[config.mk]
export PLATFORM = sky130hd
export DESIGN_NAME = tone_decoder
export DESIGN_NICKNAME = d
export VERILOG_FILES = /design/src/rtl/tone_decoder.sv
export SDC_FILE = /design/constraint.sdc
export NUM_CORES = 1
export LEC_CHECK = 0
export ABC_AREA = 0
export BUFFER_PORTS_ARGS = -buffer_cell sky130_fd_sc_hd__clkbuf_2
export CAP_MARGIN = 20
export CORE_MARGIN = 2
export CORE_UTILIZATION = 45
export CTS_CLUSTER_SIZE = 14
export DETAILED_ROUTE_END_ITERATION = 16
export GPL_TIMING_DRIVEN = 0
export PLACE_DENSITY_LB_ADDON = 0.25
export SLEW_MARGIN = 20
export SYNTH_ARGS = -nofsm -noshare
export SYNTH_HDL_FRONTEND = slang
export SYNTH_SLANG_ARGS = --single-unit
[constraint.sdc]
create_clock -name clk -period 5.66 [get_ports clk]
set_input_delay 1.132 -clock clk [delete_from_list [all_inputs] [get_ports clk]]
set_output_delay 1.132 -clock clk [all_outputs]
set_load 0.01 [all_outputs]
[src/rtl/tone_decoder.sv]
// Classifies a square-wave tone's half-period as one of eight notes and reports a stable lock.
// Latency: tone_in change sampled at edge k -> edge_p in cycle k+2 -> outputs at k+3.
// Backpressure: none; free-running receiver with registered outputs.
module tone_decoder #(
    parameter int note_C      = 9,
    parameter int note_D      = 8,
    parameter int note_E      = 7,
    parameter int note_F      = 6,
    parameter int note_G      = 5,
    parameter int note_A      = 4,
    parameter int note_AHash  = 3,
    parameter int note_PlusC  = 2,
    parameter int TOL         = 0,
    parameter int MATCH_COUNT = 3,
    parameter int SILENCE     = 32,
    parameter int CNT_W       = 16
) (
    input  logic             clk,
    input  logic             rst_n,
    input  logic             tone_in,
    output logic             note_valid,
    output logic [3:0]       note_id,
    output logic             note_strobe,
    output logic [CNT_W-1:0] half_period
);

    typedef enum logic [1:0] {
        IDLE    = 2'd0,
        MEASURE = 2'd1,
        LOCKED  = 2'd2
    } state_t;

    localparam int                MC_W    = $clog2(MATCH_COUNT + 1);
    localparam logic [MC_W-1:0]   MC_LOCK = MC_W'(MATCH_COUNT);
    localparam logic [CNT_W-1:0]  SIL     = CNT_W'(SILENCE);
    localparam logic [31:0]       NOTES [8] = '{32'(note_C), 32'(note_D), 32'(note_E), 32'(note_F),
                                                32'(note_G), 32'(note_A), 32'(note_AHash), 32'(note_PlusC)};

    logic             sync1, sync2, sync3, edge_p;
    logic [CNT_W-1:0] cnt;
    state_t           state, state_nx;
    logic [2:0]       cand_id, cand_id_nx;
    logic [MC_W-1:0]  match_cnt, match_cnt_nx;
    logic             note_valid_nx;
    logic [3:0]       note_id_nx;
    logic             note_strobe_nx;
    logic [CNT_W-1:0] half_period_nx;
    logic             hit;
    logic [2:0]       hit_id;
    logic [31:0]      h_ext;

    // Descending scan so the lowest matching id is the one left standing.
    always_comb begin
        hit    = 1'b0;
        hit_id = 3'd0;
        h_ext  = 32'(cnt);
        for (int i = 7; i >= 0; i--) begin
            if ((h_ext + TOL >= NOTES[i]) && (h_ext <= NOTES[i] + TOL)) begin
                hit    = 1'b1;
                hit_id = 3'(i);
            end
        end
    end

    always_comb begin
        state_nx       = state;
        cand_id_nx     = cand_id;
        match_cnt_nx   = match_cnt;
        note_valid_nx  = note_valid;
        note_id_nx     = note_id;
        note_strobe_nx = 1'b0;
        half_period_nx = half_period;

        if (edge_p) begin
            case (state)
                IDLE: begin
                    state_nx     = MEASURE;
                    match_cnt_nx = '0;
                end
                MEASURE: begin
                    half_period_nx = cnt;
                    if (!hit) begin
                        match_cnt_nx = '0;
                    end else if (hit_id == cand_id) begin
                        match_cnt_nx = match_cnt + 1'b1;
                    end else begin
                        cand_id_nx   = hit_id;
                        match_cnt_nx = MC_W'(1);
                    end
                end
                LOCKED: begin
                    half_period_nx = cnt;
                    if (!(hit && hit_id == cand_id)) begin
                        state_nx      = MEASURE;
                        note_valid_nx = 1'b0;
                        note_id_nx    = 4'hF;
                        if (hit) begin
                            cand_id_nx   = hit_id;
                            match_cnt_nx = MC_W'(1);
                        end else begin
                            match_cnt_nx = '0;
                        end
                    end
                end
                default: state_nx = IDLE;
            endcase

            if (state != IDLE && state_nx == MEASURE && hit && match_cnt_nx == MC_LOCK) begin
                state_nx       = LOCKED;
                note_valid_nx  = 1'b1;
                note_id_nx     = {1'b0, cand_id_nx};
                note_strobe_nx = 1'b1;
            end
        end else if (cnt >= SIL) begin
            // An edge landing on the same cycle takes the branch above instead.
            state_nx      = IDLE;
            note_valid_nx = 1'b0;
            note_id_nx    = 4'hF;
            match_cnt_nx  = '0;
        end
    end

    always_ff @(posedge clk) begin
        if (!rst_n) begin
            sync1       <= 1'b0;
            sync2       <= 1'b0;
            sync3       <= 1'b0;
            edge_p      <= 1'b0;
            cnt         <= '0;
            state       <= IDLE;
            cand_id     <= 3'd0;
            match_cnt   <= '0;
            note_valid  <= 1'b0;
            note_id     <= 4'hF;
            note_strobe <= 1'b0;
            half_period <= '0;
        end else begin
            sync1  <= tone_in;
            sync2  <= sync1;
            sync3  <= sync2;
            edge_p <= sync2 ^ sync3;
            if (edge_p) begin
                cnt <= CNT_W'(1);
            end else if (cnt != '1) begin
                cnt <= cnt + 1'b1;
            end
            state       <= state_nx;
            cand_id     <= cand_id_nx;
            match_cnt   <= match_cnt_nx;
            note_valid  <= note_valid_nx;
            note_id     <= note_id_nx;
            note_strobe <= note_strobe_nx;
            half_period <= half_period_nx;
        end
    end

endmodule
# Word-level counts from Yosys, hierarchy flattened
# Cells that the tools add are included.
[word_totals] regBits=49
[classes] bitwise=2 n_eq_ne=8 muxes=47 n_reduce_logical=21 n_lt_le_gt_ge=17 add_sub_neg=2
[ops] cell="16-bit by 3-bit >= comparator with 1-bit output, second input constant" count=4
[ops] cell="16-bit by 3-bit less-or-equal comparator with 1-bit output, second input constant" count=4
[ops] cell="3-bit 2-to-1 mux" count=12
[ops] cell="16-bit by 2-bit >= comparator with 1-bit output, second input constant" count=2
[ops] cell="16-bit by 4-bit >= comparator with 1-bit output, second input constant" count=2
[ops] cell="16-bit by 2-bit less-or-equal comparator with 1-bit output, second input constant" count=2
[ops] cell="16-bit by 4-bit less-or-equal comparator with 1-bit output, second input constant" count=2
[ops] cell="2-bit 2-to-1 mux" count=10
[ops] cell="4-bit 2-to-1 mux" count=5
[ops] cell="1-bit 2-to-1 mux" count=17
[ops] cell="16-bit by 1-bit adder with 16-bit output, second input constant" count=1
[ops] cell="16-bit by 6-bit >= comparator with 1-bit output, second input constant" count=1
[ops] cell="16-bit inequality test, second input constant" count=1
[ops] cell="1-bit logical AND" count=12
[ops] cell="2-bit one-hot mux with 3 select lines" count=2
[ops] cell="3-bit one-hot mux with 2 select lines" count=1
[ops] cell="2-bit nonzero test" count=3
[ops] cell="2-bit by 1-bit equality test with 1-bit output, second input constant" count=2
[ops] cell="2-bit equality test, second input constant" count=2
[ops] cell="2-bit AND reduction" count=2
[ops] cell="2-bit OR reduction" count=2
[ops] cell="3-bit equality test" count=1
[ops] cell="3-bit by 1-bit inequality test with 1-bit output, second input constant" count=1
[ops] cell="3-bit by 2-bit inequality test with 1-bit output, second input constant" count=1
[ops] cell="5 further kinds" count=5

# Depth between registers and ports, before layout
[depth] ltp_word=21 depth_mapped=12 ltp_nobuf=10

# Worst setup path after synthesis
# No wires, ideal clock.
[synth_path] path_kind="flip-flop to flip-flop" from="reg cnt[1]" to="reg note_valid" t_arrival_ps=2559 stages_incl_launch_ff=12 n_path_buf=2 synth_period_minus_slack_ps=2673 setup_slack_ps=2987 cell_sequence="dfxtp_1 ha_1 nand3b_1 a211oi_2 or2_1 buf_4 mux2i_1 or4_1 buf_2 o41ai_4 nor3_2 a21o_1"
[synth_between] elab_chain_cells=21
[synth_lines] item="start: declaration" line_no="40" text="logic [CNT_W-1:0] cnt;"
[synth_lines] item="start signal: assignment" line_no="145" text="cnt <= cnt + 1'b1;"
[synth_lines] item="16-bit by 2-bit >= comparator with 1-bit output or 16-bit by 2-bit less-or-equal comparator with 1-bit output (tied branches)" line_no="58" text="if ((h_ext + TOL >= NOTES[i]) && (h_ext <= NOTES[i] + TOL)) begin"
[synth_lines] item="1-bit logical AND" line_no="58"
[synth_lines] item="3-bit 2-to-1 mux (8 in a row)" line_no="58"
[synth_lines] item="3-bit equality test" line_no="84, 93"
[synth_lines] item="1-bit logical AND" line_no="93" text="if (!(hit && hit_id == cand_id)) begin"
[synth_lines] item="2-bit 2-to-1 mux" line_no="93"
[synth_lines] item="2-bit one-hot mux with 3 select lines" line_no="75" text="case (state)"
[synth_lines] item="2-bit 2-to-1 mux" line_no="74" text="if (edge_p) begin"
[synth_lines] item="2-bit by 1-bit equality test with 1-bit output" line_no="108" text="if (state != IDLE && state_nx == MEASURE && hit && match_cnt_nx == MC_LOCK) begin"
[synth_lines] item="1-bit logical AND (3 in a row)" line_no="108"
[synth_lines] item="3-bit by 1-bit inequality test with 1-bit output (no source line) (tied with other cells)"
[synth_lines] item="3-bit AND reduction (no source line) or 1-bit 2-to-1 mux (tied branches)"
[synth_lines] item="end signal: assignment" line_no="150" text="note_valid <= note_valid_nx;"
[synth_lines] item="end: declaration" line_no="21" text="output logic note_valid,"
# Several ways; a longest one is shown, not always the timed one. The select of a mux whose other input is x is not followed.
# A chain may end at the register's enable or synchronous reset.

# Worst setup path after layout
[layout_path] from="reg cnt[1]" to="reg note_id[0]"
[layout_between] elab_chain_cells=21
[layout_lines] item="16-bit by 2-bit >= comparator with 1-bit output or 16-bit by 2-bit less-or-equal comparator with 1-bit output (tied branches)" line_no="58"
[layout_lines] item="1-bit logical AND" line_no="58"
[layout_lines] item="3-bit 2-to-1 mux (8 in a row)" line_no="58"
[layout_lines] item="3-bit equality test" line_no="84, 93"
[layout_lines] item="1-bit logical AND" line_no="93"
[layout_lines] item="2-bit 2-to-1 mux" line_no="93"
[layout_lines] item="2-bit one-hot mux with 3 select lines" line_no="75"
[layout_lines] item="2-bit 2-to-1 mux" line_no="74"
[layout_lines] item="2-bit by 1-bit equality test with 1-bit output" line_no="108"
[layout_lines] item="1-bit logical AND (3 in a row)" line_no="108"
[layout_lines] item="3-bit by 1-bit inequality test with 1-bit output (no source line) (tied with other cells)"
[layout_lines] item="3-bit AND reduction (no source line) or 4-bit 2-to-1 mux (tied branches)"
[layout_lines] item="end signal: assignment" line_no="151" text="note_id <= note_id_nx;"
[layout_lines] item="end: declaration" line_no="22" text="output logic [3:0] note_id,"
# Several ways; a longest one is shown, not always the timed one. The select of a mux whose other input is x is not followed.

==> results.yml <==
power:
  leakage_nw: 1.16
  pwr_density_cell_mw_per_mm2: 224
  peakVddDrop_mv: 0.111
clocking:
  ctsHoldBuffers: 0
  clk_latency_ns: 0.31
  cts_tree: "done"
  cts_num_sinks: 49
  root_buffer: "clkbuf_8"
  cts_buffers: 5
  cts_resized: 0
  cts_setup_buffers: 0
  path_clk_slew_ns: 0.10
  cts_buffer_depth: 2
  h-tree-depth: 2
sta:
  worst_pin_slew_ns: 0.612
  hold_viol: 0
  max_slew_margin_pct: 58.9
  clock_skew_ns: 0.00923
  finalSetupViolCount: 0
  drv_slew: 0
  setup_tns_ns: 0
  fmax_ghz: 0.312
  finalCritPeriodShare_pct: 56.6
  fin_crit_ns: 3.21
  rsz0062_at_grt: "no"
floorplanning:
  dieHeight_um: 81.7
  std_cell_rows: 28
  core_sq_mm: 0.00589
  dieWidth_um: 81.7
  dieArea_sq_mm: 0.00667
  boundaryPins: 25
  start_util_pct: 46.1
synth:
  synth_ff_type: "dfxtp_1"
  yosysSeqAreaShare_pct: 36.1
  postSynth.asyncResetShare_pct: 0
  ys_seq_elements: 49
  syn_nets: 348
  syn-instance-count: 337
  synthesis.area_sq_mm: 0.00271
  ys.warnings.count: 0
  synth-edff-count: 0
  avgSynthCellArea_sq_um: 8.05
  ys_types: 55
  synth_top_area_share_pct: 36.1
  synth_top_cell_by_area: "dfxtp_1"
  netlist_top_cells_area: "dfxtp_1 36%, nand2_1 8.0%, a21boi_0 4.7%"
worst_setup_path:
  rrSetupSlack_ns: 2.45
  reg2reg_from: "cnt[1]"
  cp-start-kind: "register"
  worstRegToRegCells: 10
  cp.arrival_ns: 3.38
  crit_chain: "ha_1, nand3b_1, a211oi_2, or2_1, buf_4, mux2_2, nor4_1, nand2_1, nor3_2, a22oi_1"
  cpMaxStageDelayCell: "dfxtp_1"
  critPathMaxStageDelay_ns: 0.49
  cp.depth: 10
  crit_buf_inv: 1
  critPathKind: "register to register"
  cp-startpoint: "cnt[1]"
  worstReg2RegEnd: "note_id[0]"
  crit_fanout: 9
  end_kind: "register"
  critPathCapture: "note_id[0]"
  cp.required_ns: 5.83
  path_delay_family: "simple AND/OR/NAND/NOR gates"
grt:
  gr-usage-met3_pct: 2.97
  grt_overflow: 0
  antenna_found_initial: 0
  grt_pass1_vias: 2167
  grt_max_degree: 17
  top_usage_layer: "met2"
  grtUsageMet1_pct: 24.7
  grt_usage_pct: 19.7
  use_met2_pct: 34.3
  grt_first_pass_wirelength_mm: 10.2
outcome:
  status: "finished, final reports clean"
route:
  wl_mm: 6.23
  wire_per_inst_um: 14.0
  drtIter0Drc: 132
  vias_per_cell: 5.41
  vias: 2403
  post-route-drc-count: 0
  dr.pass1.iters: 4
  detail-route-antenna-nets: 0
place:
  gp_congestion: 0.953
  dpl.hpwl_mm: 4.60
  placed_cell_area_sq_mm: 0.00293
  numPortBuffers: 24
worst_hold_path:
  hold_path_class: "register to register"
final_layout:
  final_area_sq_mm: 0.00304
  antenna_cells: 0
  syn_to_final_growth_pct: 12.0
  layout-drive-gt1-share_pct: 13.3
  nets: 379
flow_run:
  maxCapViolCount: 0
worst reg2reg max path: cells and delay by family (launching register included):
family | cells | cell delay [ns]
compound gates | 2 | 0.50
mux | 1 | 0.32
buf+inv | 1 | 0.13
simple gates | 5 | 1.27
flops | 1 | 0.49
fa+ha+maj | 1 | 0.36
metrics by stage:
step	setup slack, ns	power [mW]	hold slack [ns]	std cells	util (%)
final	2.45	0.680	0.450	444	51.7
after global routing	2.28	0.707	0.468	444	51.7
after CTS	2.50	0.688	0.452	444	51.7
after detailed placement	2.52	0.430	0.429	436	49.7
after global placement	2.49	0.429	0.414	436	49.7
after floorplan	2.99	0.414	0.412	337	-
layout make-up:
type	count	area (sq um)
fill	592	2850
multi-input combinational	256	1600
sequential	49	981
timing repair buffer	24	120
tap	75	93.8
buffer	19	88.8
clock buffer	5	68.8
inverter	13	48.8
clock inverter	3	43.8
flip-flops by register name, indices dropped and copies added (netlist names):
signal and count:
note_strobe 1, sync1 1, note_id 4, match_cnt 2, edge_p 1, sync2 1, sync3 1, cand_id 3
cnt 16, half_period 16, note_valid 1, state 2
synthesized netlist by cell type, drive strengths merged, types with 6 or more instances:
library cell and count:
xor2 8, a21oi 13, ha 8, inv 13
and2 7, buf 6, nand2 58, nor3 11
dfxtp 49, nor2 24, clkbuf 13, o21ai 20
nand3 16, a21boi 17
kinds of logic (layout without fill, tap and decap cells):
| family | after synthesis | after routing | share of synthesized area, % |
|---|---|---|---|
| adders and majority gates | 8 | 8 | 3.69 |
| DFF | 49 | 49 | 36.1 |
| muxes | 5 | 5 | 1.94 |
| xor gates and xnor gates | 12 | 12 | 3.87 |
| AOI/OAI and AO/OA | 78 | 78 | 19.7 |
| buffers and inverters | 32 | 64 | 5.07 |
| and+or+nand+nor | 153 | 153 | 29.6 |
per-layer routing:
metal	up-vias	wire length, um
li1	1227	-
met3	11	174
met5	-	0
met1	1121	2890
met2	44	3040
met4	0	135
worst min-delay path by stage:
stage,start,end,slack (ns),depth (start not counted)
after CTS,sync1,sync2,0.45,1
after global routing,sync1,sync2,0.47,1
final,sync1,sync2,0.45,1
after detailed placement,sync1,sync2,0.43,1
after floorplan,sync1,sync2,0.41,1
after global placement,sync1,sync2,0.41,1
report_power, final:
group,switching (mW),internal [mW]
Combinational,0.0421,0.0268
Clock,0.124,0.133
Sequential,0.00568,0.349
Total,0.172,0.508
placed cells by master, fill, tap and decap left out, drive strengths merged, types with 4 or more instances in the layout:
master / n
and2: 7
nand3: 16
a21oi: 13
ha: 8
o21ai: 20
buf: 6
a211oi: 5
nand2: 58
a22oi: 4
a21o: 5
inv: 14
a21boi: 17
nor2: 24
clkbuf: 42
nor3: 11
or3: 4
xnor2: 4
xor2: 8
nand3b: 4
dfxtp: 49
nor4: 5
Power figures use the tool's default switching activity.
